$ cat src/rtl/temp_report_seq_pkg.sv
// Shared types and constants for the periodic temperature report scheduler.
package temp_seq_pkg;

    typedef enum logic [1:0] {
        IDLE,
        START,
        MEASURE,
        SEND
    } state_e;

    localparam logic [2:0] IDX_SYNC = 3'd0;
    localparam logic [2:0] IDX_SEQ  = 3'd1;
    localparam logic [2:0] IDX_HI   = 3'd2;
    localparam logic [2:0] IDX_LO   = 3'd3;
    localparam logic [2:0] IDX_CHK  = 3'd4;
    localparam int unsigned FRAME_LEN = 5;

    // Substituted for the measurement when the sensor never answers.
    localparam logic [15:0] TIMEOUT_DATA = 16'hFFFF;

endpackage

$ cat src/rtl/temp_report_seq_if.sv
// Measurement-request and UART TX byte handshakes seen by the scheduler.
interface temp_report_seq_if;
    logic        meas_start_o;
    logic        meas_done_i;
    logic [15:0] meas_data_i;
    logic        tx_valid_o;
    logic [7:0]  tx_data_o;
    logic        tx_ready_i;

    modport master (
        output meas_start_o, tx_valid_o, tx_data_o,
        input  meas_done_i, meas_data_i, tx_ready_i
    );

    modport slave (
        input  meas_start_o, tx_valid_o, tx_data_o,
        output meas_done_i, meas_data_i, tx_ready_i
    );
endinterface

$ cat src/rtl/temp_report_seq_tick_gen.sv
// Report period counter: tick_o pulses on the terminal count, counter held at zero while disabled.
module sched_tick_gen #(
    parameter int unsigned PERIOD_CYCLES = 1000000
) (
    input  logic clk,
    input  logic reset_n,
    input  logic enable_i,
    output logic tick_o
);
    localparam int unsigned CW = $clog2(PERIOD_CYCLES);

    logic [CW-1:0] cnt_q, cnt_d;

    assign tick_o = enable_i && (cnt_q == CW'(PERIOD_CYCLES - 1));

    always_comb begin
        cnt_d = cnt_q + CW'(1);
        if (!enable_i || tick_o) cnt_d = '0;
    end

    always_ff @(posedge clk or negedge reset_n) begin
        if (!reset_n) cnt_q <= '0;
        else          cnt_q <= cnt_d;
    end
endmodule

$ cat src/rtl/temp_report_seq.sv
// Periodic scheduler: request a measurement, then push a 5-byte framed report to UART TX.
// reset_n asserts asynchronously; its release is expected to be synchronised upstream.
module temp_report_seq
    import temp_seq_pkg::*;
#(
    parameter int unsigned PERIOD_CYCLES = 1000000,
    parameter int unsigned MEAS_TIMEOUT  = 65535,
    parameter logic [7:0]  SYNC_BYTE     = 8'hA5
) (
    input  logic              clk,
    input  logic              reset_n,
    input  logic              enable_i,
    temp_report_seq_if.master bus,
    output logic              busy_o,
    output logic [7:0]        err_cnt_o
);
    localparam int unsigned TW = $clog2(MEAS_TIMEOUT + 1);

    state_e        state_q, state_d;
    logic [TW-1:0] tout_q, tout_d;
    logic [2:0]    idx_q, idx_d, idx_nxt;
    logic [7:0]    seq_q, seq_d;
    logic [7:0]    err_q, err_d;
    logic [7:0]    byte_q, byte_d, nxt_byte;
    logic [15:0]   data_q, data_d;
    logic          tick;

    sched_tick_gen #(.PERIOD_CYCLES(PERIOD_CYCLES)) u_tick (
        .clk     (clk),
        .reset_n (reset_n),
        .enable_i(enable_i),
        .tick_o  (tick)
    );

    // Byte that follows the one currently presented; loaded into byte_q on handshake.
    assign idx_nxt = idx_q + 3'd1;
    always_comb begin
        nxt_byte = SYNC_BYTE;
        case (idx_nxt)
            IDX_SEQ: nxt_byte = seq_q;
            IDX_HI:  nxt_byte = data_q[15:8];
            IDX_LO:  nxt_byte = data_q[7:0];
            IDX_CHK: nxt_byte = seq_q ^ data_q[15:8] ^ data_q[7:0];
            default: nxt_byte = SYNC_BYTE;
        endcase
    end

    always_comb begin
        state_d = state_q;
        tout_d  = tout_q;
        idx_d   = idx_q;
        seq_d   = seq_q;
        err_d   = err_q;
        byte_d  = byte_q;
        data_d  = data_q;
        case (state_q)
            IDLE: if (tick && enable_i) state_d = START;
            START: begin
                tout_d  = '0;
                state_d = MEASURE;
            end
            MEASURE: begin
                // A done arriving on the expiry cycle still counts as a real measurement.
                if (bus.meas_done_i) begin
                    data_d  = bus.meas_data_i;
                    idx_d   = IDX_SYNC;
                    byte_d  = SYNC_BYTE;
                    state_d = SEND;
                end else if (tout_q == TW'(MEAS_TIMEOUT - 1)) begin
                    data_d  = TIMEOUT_DATA;
                    if (err_q != 8'hFF) err_d = err_q + 8'd1;
                    idx_d   = IDX_SYNC;
                    byte_d  = SYNC_BYTE;
                    state_d = SEND;
                end else begin
                    tout_d = tout_q + TW'(1);
                end
            end
            SEND: begin
                if (bus.tx_ready_i) begin
                    if (idx_q == IDX_CHK) begin
                        seq_d   = seq_q + 8'd1;
                        state_d = IDLE;
                    end else begin
                        idx_d  = idx_nxt;
                        byte_d = nxt_byte;
                    end
                end
            end
            default: state_d = IDLE;
        endcase
    end

    always_ff @(posedge clk or negedge reset_n) begin
        if (!reset_n) begin
            state_q <= IDLE;
            tout_q  <= '0;
            idx_q   <= IDX_SYNC;
            seq_q   <= '0;
            err_q   <= '0;
            byte_q  <= '0;
            data_q  <= '0;
        end else begin
            state_q <= state_d;
            tout_q  <= tout_d;
            idx_q   <= idx_d;
            seq_q   <= seq_d;
            err_q   <= err_d;
            byte_q  <= byte_d;
            data_q  <= data_d;
        end
    end

    // Decoded straight from state_q so both strobes drop with the async reset.
    assign bus.meas_start_o = (state_q == START);
    assign bus.tx_valid_o   = (state_q == SEND);
    assign bus.tx_data_o    = byte_q;
    assign busy_o           = (state_q != IDLE);
    assign err_cnt_o        = err_q;
endmodule
$ cat src/flat_wrapper.sv
// flat-port wrapper written by rule: the top's interface ports become plain ports
module temp_report_seq_flat import temp_seq_pkg::*;
#(
    parameter int unsigned PERIOD_CYCLES = 1000000,
    parameter int unsigned MEAS_TIMEOUT  = 65535,
    parameter logic [7:0]  SYNC_BYTE     = 8'hA5
)
  (clk, reset_n, enable_i, busy_o, err_cnt_o, bus_meas_start_o, bus_tx_valid_o, bus_tx_data_o, bus_meas_done_i, bus_meas_data_i, bus_tx_ready_i);
  temp_report_seq_if bus_i ();
  input  logic clk;
  input  logic reset_n;
  input  logic enable_i;
  output logic busy_o;
  output logic [7:0] err_cnt_o;
  output wire logic [$bits(bus_i.meas_start_o)-1:0] bus_meas_start_o;
  output wire logic [$bits(bus_i.tx_valid_o)-1:0] bus_tx_valid_o;
  output wire logic [$bits(bus_i.tx_data_o)-1:0] bus_tx_data_o;
  input wire logic [$bits(bus_i.meas_done_i)-1:0] bus_meas_done_i;
  input wire logic [$bits(bus_i.meas_data_i)-1:0] bus_meas_data_i;
  input wire logic [$bits(bus_i.tx_ready_i)-1:0] bus_tx_ready_i;
  assign bus_meas_start_o = bus_i.meas_start_o;
  assign bus_tx_valid_o = bus_i.tx_valid_o;
  assign bus_tx_data_o = bus_i.tx_data_o;
  assign bus_i.meas_done_i = bus_meas_done_i;
  assign bus_i.meas_data_i = bus_meas_data_i;
  assign bus_i.tx_ready_i = bus_tx_ready_i;
  temp_report_seq #(.PERIOD_CYCLES(PERIOD_CYCLES), .MEAS_TIMEOUT(MEAS_TIMEOUT), .SYNC_BYTE(SYNC_BYTE)) u_core (.clk(clk), .reset_n(reset_n), .enable_i(enable_i), .bus(bus_i), .busy_o(busy_o), .err_cnt_o(err_cnt_o));
endmodule
$ cat config.mk
export PLATFORM = sky130hd
export DESIGN_NAME = temp_report_seq_flat
export DESIGN_NICKNAME = d
export VERILOG_FILES = /design/src/rtl/temp_report_seq_pkg.sv /design/src/rtl/temp_report_seq_if.sv /design/src/rtl/temp_report_seq_tick_gen.sv /design/src/rtl/temp_report_seq.sv /design/src/flat_wrapper.sv
export SDC_FILE = /design/constraint.sdc
export NUM_CORES = 1
export LEC_CHECK = 0
export ABC_AREA = 1
export BUFFER_PORTS_ARGS = -buffer_cell sky130_fd_sc_hd__buf_2
export CAP_MARGIN = 0
export CORE_MARGIN = 4
export CORE_UTILIZATION = 54
export CTS_BUF_LIST = sky130_fd_sc_hd__clkbuf_16
export CTS_CLUSTER_DIAMETER = 100
export CTS_CLUSTER_SIZE = 10
export DETAILED_ROUTE_END_ITERATION = 8
export PLACE_DENSITY = 0.88
export SYNTH_ARGS = -nofsm -noshare
export SYNTH_HDL_FRONTEND = slang
export SYNTH_SLANG_ARGS = --single-unit
$ cat constraint.sdc
create_clock -name clk -period 1.8 [get_ports clk]
set_clock_uncertainty 0.2 [all_clocks]
set_input_delay 0.54 -clock clk [delete_from_list [all_inputs] [get_ports clk]]
set_output_delay 0.54 -clock clk [all_outputs]
set_load 0.03 [all_outputs]
Yosys cells after proc, flatten, opt, wreduce, memory -nomap -nowiden
Cells that the tools add are included.
{"block": "op_classes", "n_addsub": 5, "multipliers": 0, "n_div": 0, "n_lt_le_gt_ge": 0, "n_eq_ne": 18, "n_shift": 0, "mux": 23, "n_bitwise": 3, "n_reduce_logical": 15}
{"operator": "$mux 16", "n": 4}
{"operator": "$mux 8", "n": 4}
{"operator": "$pmux 16 s2", "n": 1}
{"operator": "$pmux 8 s4", "n": 1}
{"operator": "$add 20x1->20 const B", "n": 1}
{"operator": "$eq 20x20->1 const B", "n": 1}
{"operator": "$mux 20", "n": 1}
{"operator": "$add 16x1->16 const B", "n": 1}
{"operator": "$add 8x1->8 const B", "n": 2}
{"operator": "$eq 16x16->1 const B", "n": 1}
{"operator": "$pmux 8 s2", "n": 1}
{"operator": "$xor 8x8->8", "n": 2}
{"operator": "$mux 3", "n": 4}
{"operator": "$reduce_and 4->1", "n": 3}
{"operator": "$mux 2", "n": 5}
{"operator": "$ne 8x8->1 const B", "n": 1}
{"operator": "$pmux 2 s4", "n": 1}
{"operator": "$reduce_bool 2->1", "n": 4}
{"operator": "$eq 3x2->1 const B", "n": 2}
{"operator": "$eq 3x3->1 const B", "n": 2}
{"operator": "$ne 2x1->1 const B", "n": 3}
{"operator": "$ne 2x2->1 const B", "n": 3}
{"operator": "$pmux 3 s2", "n": 1}
{"operator": "$reduce_and 3->1", "n": 2}
{"operator": "11 further kinds", "n": 13}
{"block": "word_totals", "reg_bits": 81, "latchBits": 0, "ramBits": 0, "mem_bits_ro": 0, "in_bits": 21, "output_inout_bits": 19, "elab_cells": 72, "mem_count": 0}

Longest topological paths before layout
{"block": "depth", "depth_word": 6, "depth_mapped": 11, "mapped_depth_nobuf": 11}

Cells and area by module
A second synthesis with hierarchy kept.
{"block": "hier_totals", "hier_cells": 663, "hier_area_um2": 4982.3}
{"module": "temp_report_seq", "n_inst": 1, "cells_per_inst": 504, "area_each_um2": 3777.4, "seq_area_each_um2": 1526.5}
{"module": "sched_tick_gen", "n_inst": 1, "cells_per_inst": 159, "area_each_um2": 1204.9, "seq_area_each_um2": 500.5}

Worst setup path after synthesis
OpenSTA, ideal clock, no wires.
{"block": "synth_path", "path_kind": "register -> register", "from": "reg u_core.state_q[0]", "to": "reg u_core.seq_q[7]", "setup_ps": 123, "arrival_ps": 1565, "required_time_ps": 1477, "slack_ps": -88, "path_stages_with_launch": 8, "path_buffers": 0, "period_less_slack_ps": 1888, "path_cell_list": "dfrtp_1 > ha_1 > nand2_1 > nor2_2 > nand4_1 > nor2_1 > nand3_1 > xor2_1"}
{"block": "synth_between", "elab_chain_cells": 2}
{"element": "from (decl)", "line": "temp_report_seq.sv:19", "source": "state_e state_q, state_d;"}
{"element": "from (signal assigned)", "line": "temp_report_seq.sv:104", "source": "state_q <= state_d;"}
{"element": "$eq 2x2->1"}
{"element": "via bus_tx_valid_o", "line": "flat_wrapper.sv:16", "source": "output wire logic [$bits(bus_i.tx_valid_o)-1:0] bus_tx_valid_o;"}
{"element": "$reduce_and 3->1 (no line)"}
{"element": "to (signal assigned)", "line": "temp_report_seq.sv:107", "source": "seq_q <= seq_d;"}
{"element": "to (decl)", "line": "temp_report_seq.sv:22", "source": "logic [7:0] seq_q, seq_d;"}
The timed path passes the listed nets, and every way through them passes these cells.
A chain may end at the register's enable or synchronous reset.

Worst setup path after layout
{"block": "layout_path", "from": "reg u_core.idx_q[1]", "to": "reg u_core.byte_q[1] (netlist: u_core.bus.tx_data_o[1])"}
{"block": "layout_between", "elab_chain_cells": 6, "elab_cells_between_ends": 12, "classes_between": "add/sub: 1; eq/ne: 6; mux: 4; reduce/logical: 1"}
{"element": "from (decl)", "line": "temp_report_seq.sv:21", "source": "logic [2:0] idx_q, idx_d, idx_nxt;"}
{"element": "from (signal assigned)", "line": "temp_report_seq.sv:106", "source": "idx_q <= idx_d;"}
{"element": "$add 3x1->3", "line": "temp_report_seq.sv:36", "source": "assign idx_nxt = idx_q + 3'd1;"}
{"element": "$eq 3x3->1 (tied with other cells)", "line": "temp_report_seq.sv:39", "source": "case (idx_nxt)"}
{"element": "$pmux 8 s4", "line": "temp_report_seq.sv:39"}
{"element": "$mux 8", "line": "temp_report_seq.sv:81", "source": "if (idx_q == IDX_CHK) begin"}
{"element": "$mux 8", "line": "temp_report_seq.sv:80", "source": "if (bus.tx_ready_i) begin"}
{"element": "$pmux 8 s2", "line": "temp_report_seq.sv:56", "source": "case (state_q)"}
{"element": "to (signal assigned)", "line": "temp_report_seq.sv:109", "source": "byte_q <= byte_d;"}
{"element": "to (decl)", "line": "temp_report_seq.sv:24", "source": "logic [7:0] byte_q, byte_d, nxt_byte;"}
Parallel ways exist; a longest one is shown, timed or not. The select of a mux whose other input is x is not followed.

==> out/metrics.yaml <==
pwr:
  switching_share_pct: 22.93
  combPwrFrac_pct: 4.7
  intPower_mw: 2.804
  power.net_switching_mw: 0.8342
  pwr-share-seq_pct: 50.5
  peakVddDrop_v: 0.0004172
  pwr-share-clk_pct: 44.8
  leakage_nw: 3.088
  pwr_density_cell_mw_per_mm2: 559.5
timing:
  hold_violations: 0
  slew_viol_final: 0
  holdWs_ps: 239.2
  slew_headroom_pct: 72.91
  fin_ws_ps: -319.9
  tns_ps: -6060
  fmax_mhz: 471.7
  tightest_slew_ps: 404.9
  period_minus_slack_ps: 2120
  setup_viol: 57
  rsz0062_at_grt: "true"
  finalCritPeriodShare_pct: 117.8
clock_tree:
  clk-insertion-delay-late_ps: 340
  htreeDepth: 3
  cts_tree: "done"
  cts_root_buf: "clkbuf_16"
  cts_sinks: 81
  clkTransAtPathRegs_ps: 60
  cts_buffers: 9
  cts.path.max_buffers: 2
worst_setup_path:
  critPathRequiredTime_ps: 1880
  crit_top_cell: "ha_4"
  critPathKind: "flip-flop to flip-flop"
  arrival_ps: 2200
  cp_cell_sequence: "buf_6 -> ha_4 -> ha_4 -> nand2_4 -> inv_2 -> a21oi_1 -> o21ai_1 -> nand3_2 -> nand2_1"
  cpLargestDelayFamily: "adder cells"
  path_buf_inv: 2
  start_kind: "flip-flop"
  end_kind: "flip-flop"
  cp_slowest_stage_delay_ps: 470
  cpMaxStageDelayCell: "dfrtp_1"
  crit_fanout: 5
place:
  placed_cell_area_mm2: 0.005444
  dp_hpwl_um: 8501
  placed_cells: 796
  portBuffers: 39
  place_ws_ps: -124.0
  gp_congestion: 0.9986
layout:
  fin_nets: 759
  regArea_mm2: 0.002033
  multi_input_area_mm2: 0.002927
  fillers: 510
  finalNonFillerCells: 831
  syn_to_final_growth_pct: 37.60
  num_antenna_cells: 0
  final_cell_mix: "nand2_1 (135), dfrtp_1 (76), inv_1 (65), nor2_1 (59), buf_4 (52)"
  final_common_cell: "nand2_1"
  layout-drive-gt1-share_pct: 34.85
  final_area_mm2: 0.006502
detailed_routing:
  ant_nets: 0
  dr_total_vias: 5040
  drt-total-wl_um: 16160
  drt_iter0_drc: 458
  vias_per_cell: 6.065
  dr.pass1.iters: 8
  remaining_drc_errors: 1
  avgRoutedWirePerCell_um: 19.45
grt:
  gr-total-overflow: 0
  grt_pass1_vias: 4603
  grt_start_max_net_pins: 35
  antenna_found_initial: 0
  grt_pass1_wl_um: 21760
  track_usage_pct: 26.63
run:
  cap_violations: 0
status:
  violations: "design-rule violations, negative setup slack"
  status: "finished, violations left"
yosys:
  synth-seq-cells: 81
  yosysWarningCount: 0
  syn_avg_cell_area_um2: 7.785
  netlist.top_cell.by_area: "dfrtp_1"
  ys_seq_area_share_pct: 42.89
  synth_top_area_share_pct: 42.89
  syn_inst: 607
  syn_area_mm2: 0.004726
  syn_nets: 644
  synth_cell_types: 37
  synth.area.top_cells: "dfrtp_1 (43%), nand2_1 (12%), nor2_1 (6.1%)"
floorplan:
  die_h_um: 101.6
  io_pins: 40
  initial_core_util_pct: 56.38
  rows: 33
  fp.dieW_um: 101.6
  die-area_mm2: 0.01031
  core-area_mm2: 0.008382
worst_hold_path:
  min_path_type: "input pin to flip-flop"
## what timing repair did
item                       in CTS  in global routing
setup endpoints to repair      25                 71
pin swaps                      18                 26
hold endpoints to repair       15                  0
resized for setup              84                 87
gates cloned                    2                  2
setup buffers                   9                  7
hold buffers                    1                  0
## registers in the layout (all words and copies together), names as in the netlist
name                  flops
u_core.u_tick.cnt_q      20
u_core.data_q            16
u_core.tout_q            16
u_core.bus.tx_data_o      8
u_core.err_cnt_o          8
u_core.seq_q              8
u_core.idx_q              3
u_core.state_q            2
## worst register-to-register path, stage by stage, from the launching register on
cell and delay (ps):
dfrtp_1 470, buf_6 170, ha_4 160, ha_4 370
nand2_4 110, inv_2 150, a21oi_1 90, o21ai_1 150
nand3_2 120, nand2_1 70
## worst paths after layout
path	from	end	slack (ps)	depth (start not counted)
min in group asynchronous	reset_n	u_core.tout_q[13]$_DFFE_PN0P_	410	2
hold reg to reg	u_core.bus.tx_data_o[7]$_DFFE_PN0P_	u_core.bus.tx_data_o[7]$_DFFE_PN0P_	310	2
max in group asynchronous	reset_n	u_core.err_cnt_o[5]$_DFFE_PN0P_	510	3
setup / recovery	u_core.idx_q[1]$_DFFE_PN0P_	u_core.bus.tx_data_o[1]$_DFFE_PN0P_	-320	9
setup reg to reg	u_core.idx_q[1]$_DFFE_PN0P_	u_core.bus.tx_data_o[1]$_DFFE_PN0P_	-320	9
hold / removal	bus_meas_data_i[12]	u_core.data_q[12]$_DFFE_PN0P_	240	3
## final cells by class
class	count	area share, %
tap	105	2.020
clock buffer	9	3.464
clock inverter	6	0.4618
timing repair buffer	110	13.33
inverter	74	4.445
multi-input combinational	446	45.01
sequential	81	31.27
## layer usage
layer | up-vias | track usage [%] | part of all wire [%]
met2 | 394 | 45.27 | 47
met4 | 0 | 8.282 | 6.6
li1 | 2184 | - | -
met1 | 2330 | 34.12 | 36
met3 | 132 | 5.647 | 9.8
met5 | - | 0 | 0
## kinds of logic (layout without fill, tap and decap cells)
family,count (synthesis),after routing,share of synthesized area [%]
compound gates,70,70,9.506
fa+ha+maj,16,16,4.236
buf+inv,81,199,7.254
simple gates,329,330,30.55
xor+xnor,30,30,5.560
flops,81,81,42.89
## power by group through the flow
| stage | sequential [mW] | clock (mW) | combinational (mW) |
|---|---|---|---|
| finish | 1.84 | 1.63 | 0.170 |
| global route | 1.84 | 1.71 | 0.182 |
| detailed placement | 1.87 | 0 | 0.123 |
| floorplan | 1.87 | 0 | 0.0327 |
| CTS | 1.83 | 1.62 | 0.141 |
| global placement | 1.87 | 0 | 0.119 |
## Yosys cell counts
cell,instances
o21ai_0,24
nand2_1,149
nor2_4,3
a21boi_0,1
a41oi_2,1
inv_2,1
o211ai_1,1
nor3_2,1
nand3_1,47
a21oi_4,2
a21oi_1,18
nor2_2,5
a21oi_2,8
o21ai_4,1
o21ai_1,3
o21ai_2,1
buf_4,1
buf_6,3
o22ai_1,7
xor2_1,24
a31oi_1,1
xnor2_1,6
nand2_2,8
o21bai_1,1
nor2_1,77
a211oi_1,1
dfrtp_1,81
clkbuf_1,1
buf_8,1
nand4_1,15
or2_2,3
nand3_2,2
ha_1,16
nor3_1,16
buf_2,1
inv_1,73
nor3b_1,3
## stage by stage
step / utilization [%] / total power [mW]
final: 77.58 / 3.638
after global routing: 77.58 / 3.730
after CTS: 72.62 / 3.592
after detailed placement: 64.95 / 1.989
after global placement: 64.95 / 1.984
after floorplan: - / 1.899
Note: power is estimated with default switching activity, not from simulation.
